## src/rtl/eflash_read_seq.sv

```systemverilog
// eFlash read sequencer: one (rbr) or two (parallel) sense phases, buffer write strobes,
// a single encoder read cycle, then the captured 7-bit result with a one-cycle valid pulse.
module eflash_read_seq #(
    parameter int SENSE_CYCLES = 4,
    parameter int CNT_W        = 4
) (
    input  logic       clk_i,
    input  logic       rst_i,
    input  logic       start_i,
    input  logic       abort_i,
    input  logic       mode_i,
    input  logic [6:0] encoder_output_i,
    output logic       busy_o,
    output logic       mode_o,
    output logic       sense_en_o,
    output logic       col_sel_o,
    output logic       buf_write_en_1_o,
    output logic       buf_write_en_2_o,
    output logic       buf_read_en_o,
    output logic [6:0] result_o,
    output logic       result_valid_o
);

    typedef enum logic [2:0] {
        ST_IDLE,
        ST_SENSE1,
        ST_SENSE2,
        ST_READ,
        ST_DONE
    } state_t;

    localparam logic [CNT_W-1:0] CNT_LAST = CNT_W'(SENSE_CYCLES - 1);

    state_t           state_reg,  state_next;
    logic [CNT_W-1:0] cnt_reg,    cnt_next;
    logic             mode_reg,   mode_next;
    logic [6:0]       result_reg, result_next;
    logic             last_cycle;

    // The sensed word is only valid in the final cycle of each sense phase.
    assign last_cycle = (cnt_reg == CNT_LAST);

    always_ff @(posedge clk_i) begin
        if (rst_i) begin
            state_reg  <= ST_IDLE;
            cnt_reg    <= '0;
            mode_reg   <= 1'b0;
            result_reg <= '0;
        end else begin
            state_reg  <= state_next;
            cnt_reg    <= cnt_next;
            mode_reg   <= mode_next;
            result_reg <= result_next;
        end
    end

    always_comb begin
        state_next  = state_reg;
        cnt_next    = cnt_reg;
        mode_next   = mode_reg;
        result_next = result_reg;
        case (state_reg)
            ST_IDLE: begin
                cnt_next = '0;
                if (start_i && !abort_i) begin
                    state_next = ST_SENSE1;
                    mode_next  = mode_i;
                end
            end
            ST_SENSE1: begin
                if (abort_i) begin
                    state_next = ST_IDLE;
                    cnt_next   = '0;
                end else if (last_cycle) begin
                    state_next = mode_reg ? ST_SENSE2 : ST_READ;
                    cnt_next   = '0;
                end else begin
                    cnt_next = cnt_reg + CNT_W'(1);
                end
            end
            ST_SENSE2: begin
                if (abort_i) begin
                    state_next = ST_IDLE;
                    cnt_next   = '0;
                end else if (last_cycle) begin
                    state_next = ST_READ;
                    cnt_next   = '0;
                end else begin
                    cnt_next = cnt_reg + CNT_W'(1);
                end
            end
            ST_READ: begin
                state_next = abort_i ? ST_IDLE : ST_DONE;
                if (!abort_i) begin
                    result_next = encoder_output_i;
                end
            end
            ST_DONE: begin
                // An abort here changes nothing: the pulse is already committed.
                state_next = ST_IDLE;
            end
            default: begin
                state_next = ST_IDLE;
                cnt_next   = '0;
            end
        endcase
    end

    always_comb begin
        busy_o           = (state_reg != ST_IDLE);
        mode_o           = mode_reg;
        sense_en_o       = (state_reg == ST_SENSE1) || (state_reg == ST_SENSE2);
        col_sel_o        = (state_reg == ST_SENSE2);
        buf_write_en_1_o = (state_reg == ST_SENSE1) && last_cycle;
        buf_write_en_2_o = (state_reg == ST_SENSE2) && last_cycle;
        buf_read_en_o    = (state_reg == ST_READ);
        result_o         = result_reg;
        result_valid_o   = (state_reg == ST_DONE);
    end

endmodule

```

## config.mk

```make
export PLATFORM = sky130hd
export DESIGN_NAME = eflash_read_seq
export DESIGN_NICKNAME = d
export VERILOG_FILES = /design/src/rtl/eflash_read_seq.sv
export SDC_FILE = /design/constraint.sdc
export NUM_CORES = 1
export LEC_CHECK = 0
export CAP_MARGIN = 20
export CORE_ASPECT_RATIO = 1.2
export CORE_MARGIN = 2
export CORE_UTILIZATION = 30
export DETAILED_ROUTE_END_ITERATION = 12
export PLACE_DENSITY = 0.62
export SETUP_SLACK_MARGIN = 0.05
export SYNTH_ARGS = -nofsm -noshare
export SYNTH_HDL_FRONTEND = slang
export SYNTH_SLANG_ARGS = --single-unit
```

## constraint.sdc

```tcl
create_clock -name clk_i -period 1.92 [get_ports clk_i]
set_clock_uncertainty 0.2 [all_clocks]
set_input_delay 0.192 -clock clk_i [delete_from_list [all_inputs] [get_ports clk_i]]
set_output_delay 0.192 -clock clk_i [all_outputs]
set_load 0.1 [all_outputs]
```

# --- Word-level counts from Yosys, hierarchy flattened ---
# Cells that the tools add are included.
word_totals:
  register_bits: 15
  in_bits: 12
  output_inout_bits: 15
  word_cells: 37
op_classes:
  add_sub_neg: 1
  eq_ne: 8
  muxes: 11
  bitwise: 1
  reduce_logical: 12
ops:
  columns: ["cell", "n"]
  rows:
  - ["3-bit 2-to-1 mux", 6]
  - ["3-bit case mux with 4 select lines", 1]
  - ["4-bit 2-to-1 mux", 2]
  - ["4-bit case mux with 2 select lines", 1]
  - ["3-bit by 2-bit == test with 1-bit output (second input constant)", 2]
  - ["4-bit by 1-bit adder with 4-bit output (second input constant)", 1]
  - ["4-bit by 2-bit == test with 1-bit output (second input constant)", 1]
  - ["2-bit AND reduction", 2]
  - ["2-bit OR reduction", 2]
  - ["3-bit by 1-bit == test with 1-bit output (second input constant)", 1]
  - ["3-bit == test (second input constant)", 1]
  - ["1-bit logical AND", 3]
  - ["3-bit logical NOT", 1]
  - ["3-bit by 2-bit inequality test with 1-bit output (second input constant)", 1]
  - ["3-bit inequality test (second input constant)", 1]
  - ["3-bit AND reduction", 1]
  - ["3-bit nonzero test", 1]
  - ["2-bit inequality test (second input constant)", 1]
  - ["1-bit logical NOT", 1]
  - ["1-bit logical OR", 1]
  - ["1-bit 2-to-1 mux", 1]
  - ["1-bit NOT", 1]

# --- Logic depth before layout (Yosys ltp) ---
# Gate-level depths: netlist of the first run.
logic_depth:
  depth_word: 4
  ltp_mapped: 6

# --- Least setup slack after synthesis of the first run ---
# OpenSTA, ideal clock, no wires.
synth_timing:
  path_kind: "flip-flop to output port"
  startpoint: "register cnt_reg[0]"
  endpoint: "output port buf_write_en_2_o"
  t_arrival_ns: 3.719
  required_ns: 1.528
  path_slack_ns: -2.191
  path_stages_with_launch: 4
  path_buffers: 0
  cell_sequence: "dfxtp_1 ha_1 or3b_1 nor4_1"
synth_via:
  elab_chain_cells: 2
synth_lines:
  columns: ["element", "line", "source"]
  rows:
  - ["start: declaration", "35", "logic [CNT_W-1:0] cnt_reg, cnt_next;"]
  - ["start signal: assignment", "51", "cnt_reg <= cnt_next;"]
  - ["4-bit by 2-bit == test with 1-bit output", "41", "assign last_cycle = (cnt_reg == CNT_LAST);"]
  - ["1-bit logical AND", "115", "buf_write_en_2_o = (state_reg == ST_SENSE2) && last_cycle;"]
  - ["end: declaration", "18", "output logic buf_write_en_2_o,"]
# No other way between the ends.

# --- Final worst setup path of the first run ---
layout_timing:
  startpoint: "register cnt_reg[0]"
  endpoint: "output port buf_write_en_1_o"
layout_via:
  elab_chain_cells: 2
layout_lines:
  columns: ["element", "line", "source"]
  rows:
  - ["4-bit by 2-bit == test with 1-bit output", "41", null]
  - ["1-bit logical AND", "114", "buf_write_en_1_o = (state_reg == ST_SENSE1) && last_cycle;"]
  - ["end: declaration", "17", "output logic buf_write_en_1_o,"]
# No other way between the ends.

==> results of run 1 <==
## per-layer routing
metal  vias up  share of wire  track usage
met4         0          0.041       0.0913
met3         7          0.060       0.0381
li1        367              -            -
met5         -              0            0
met1       345           0.42        0.164
met2        31           0.48        0.227
## critical path, delay by kind of cell (launching register included)
kind                     cells  cell delay, ns
buffers and inverters        1            0.18
AND/OR/NAND/NOR              3            0.76
adder cells (fa/ha/maj)      1            0.13
flip-flops                   1            0.37
## metrics by stage
| step | instances | util | cell area [µm²] | TNS (ns) | setup WS [ns] |
|---|---|---|---|---|---|
| floorplan | 82 | - | 802 | -0.840 | -0.346 |
| global route | 153 | 0.546 | 1270 | -0.553 | -0.244 |
| detailed placement | 143 | 0.508 | 1180 | 0 | 0.0356 |
| CTS | 151 | 0.538 | 1250 | -0.370 | -0.186 |
| finish | 153 | 0.546 | 1270 | -0.346 | -0.181 |
| global placement | 143 | 0.508 | 1180 | 0 | 0.0748 |
## synthesized netlist by cell type (2+ instances only)
library cell and n:
nand2_1 4, nor4_1 2, inv_1 3, dfxtp_1 15, mux2i_1 7, nor3_1 3
nor2_1 15, o21ai_0 4, buf_6 2, clkbuf_1 2, a21oi_1 3, nand3_1 2
## final timing paths
| path | start | endpoint | slack, ns | cells after the start |
|---|---|---|---|---|
| setup / recovery | cnt_reg[0] | buf_write_en_1_o | -0.18 | 5 |
| hold / removal | mode_i | mode_o | 0.26 | 3 |
| setup reg to reg | cnt_reg[0] | state_reg[0] | 0.20 | 6 |
| hold reg to reg | mode_o | mode_o | 0.30 | 2 |
## timing repair
item	CTS	global route
endpoints found under the setup margin	4	3
pin swaps	2	2
buffers inserted	4	2
resized for setup	2	2
## power breakdown
part           total [µW]  switching [µW]  internal, µW  leakage [µW]
Combinational         113            61.0          51.9      0.000365
Clock                 175            97.7          77.2     0.0000177
Sequential            323            10.3           312      0.000124
Total                 610             169           441      0.000506
## area by class of cell
class                   instances  share of cell area
clock buffers                   3              0.0177
flip-flops and latches         15               0.244
clock inverters                 1             0.00393
multi-input cells              59               0.363
repair buffers                 41               0.332
well taps                      31              0.0305
inverters                       3             0.00885
## kinds of logic (layout without fill, tap and decap cells)
group                    count (synthesis)  count (layout)  share of synthesized area
AND/OR/NAND/NOR                         36              36                      0.275
flip-flops                              15              15                      0.401
AO/OA/AOI/OAI                           12              12                      0.114
multiplexers                             8               8                      0.109
buffers and inverters                    8              48                     0.0618
XOR/XNOR                                 2               2                     0.0234
adder cells (fa/ha/maj)                  1               1                     0.0167
==> impl_metrics.json, run 1 <==
{
  "cts_root_buf": "clkbuf_4",
  "path_cells": "ha_4, or3b_4, nand3b_1, nor2_4, buf_12",
  "wl_mm": 1.75,
  "worstPathRequired_ns": 1.53,
  "syn_area_um2": 749,
  "diodes": 0,
  "totalPowerFinal_uw": 610,
  "post_drt_wl_per_cell_um": 11.5,
  "clock_sinks": 15,
  "maxSlewHeadroom": 0.764,
  "regArea_um2": 310,
  "ctsHoldBuffers": 0,
  "cp_slowest_stage_delay_ns": 0.38,
  "fp.dieW_um": 49.6,
  "rows": 19,
  "status": "finished with violations",
  "dieArea_um2": 2920,
  "globalRouteTotalUtil": 0.140,
  "cts_buffer_depth": 2,
  "ys_types": 32,
  "slew_violations": 0,
  "multi_input_area_um2": 462,
  "start_util": 0.322,
  "synthFlopType": "dfxtp_1",
  "netlist_instances": 82,
  "grt_setup_unrepaired": "yes",
  "ant_nets": 0,
  "coreArea_um2": 2330,
  "p_per_area_nw_per_um2": 480,
  "layout-drive-gt1-share": 0.418,
  "gp_congestion": 0.804,
  "async_flop_share": 0,
  "largest_reg_flops": 7,
  "layout_commonest_cell": "buf_4",
  "layout-area-overhead-vs-synth_pct": 69.8,
  "setup_ws_ns": -0.181,
  "cp_slowest_cell": "or3b_4",
  "final_cell_mix": "buf_4, nor2_1, dfxtp_1, clkdlybuf4s50_1",
  "start_kind": "flip-flop",
  "period_needed_ns": 2.10,
  "fillCellCount": 229,
  "ioPinCount": 27,
  "dr.pass1.iters": 4,
  "synth_edf_count": 0,
  "drtIter0Drc": 8,
  "hold_ws_ns": 0.259,
  "p_leak_uw": 0.000506,
  "grt_pass1_vias": 742,
  "finalSetupViolations": 2,
  "avgSynthCellArea_um2": 9.14,
  "cts_tree": "yes",
  "yosysTopAreaCell": "dfxtp_1",
  "yosys_warnings": 0,
  "violations": "negative setup slack",
  "remaining_drc_errors": 0,
  "grt-ovfl-total": 0,
  "hold_viol_final": 0,
  "synth.net_count": 95,
  "ys_seq_area_frac": 0.401,
  "cts_buffers": 3,
  "period_share": 1.09,
  "io_buffers": 26,
  "drt-vias-per-instance": 4.90,
  "worst_pin_slew_ns": 0.354,
  "crit_path_end_kind": "primary output",
  "fmax_ghz": 0.476,
  "grt_pass1_wl_mm": 3.17,
  "synth_top_area_frac": 0.401,
  "cts.clk_slew.worst_paths_ns": 0.09,
  "synth_seq_cells": 15,
  "crit_path_max_fanout": 3,
  "via_count": 750,
  "cts_max_level": 1,
  "cap_violations": 0,
  "nets": 136,
  "grt_max_degree": 14,
  "critPathKind": "flip-flop to primary output",
  "crit_arrival_ns": 1.71,
  "clk_latency_ns": 0.28,
  "hp-class": "input port to flip-flop",
  "place_hpwl_mm": 1.29,
  "antenna_found_initial": 0,
  "fp.dieH_um": 58.8,
  "peakVddDrop_uv": 431,
  "synth.area.top_cells": "dfxtp_1, mux2i_1, nor2_1"
}
Note: power is estimated with default switching activity, not from simulation.
==> inputs of run 2 (changes only) <==
--- a/config.mk
+++ b/config.mk
@@ -9,6 +9,7 @@
 export CORE_ASPECT_RATIO = 1.2
 export CORE_MARGIN = 2
 export CORE_UTILIZATION = 30
+export CTS_BUF_LIST = sky130_fd_sc_hd__clkbuf_4 sky130_fd_sc_hd__clkbuf_8 sky130_fd_sc_hd__clkbuf_16
 export DETAILED_ROUTE_END_ITERATION = 12
 export PLACE_DENSITY = 0.62
 export SETUP_SLACK_MARGIN = 0.05
==> results of run 2 <==
No change in the layout: final DEF, timing and power equal those of run 1.
==> inputs of run 3 (changes only) <==
--- a/config.mk
+++ b/config.mk
@@ -13,6 +13,7 @@
 export DETAILED_ROUTE_END_ITERATION = 12
 export PLACE_DENSITY = 0.62
 export SETUP_SLACK_MARGIN = 0.05
+export SKIP_LAST_GASP = 1
 export SYNTH_ARGS = -nofsm -noshare
 export SYNTH_HDL_FRONTEND = slang
 export SYNTH_SLANG_ARGS = --single-unit
==> results of run 3 <==
No change in the layout: final DEF, timing and power equal those of run 1.
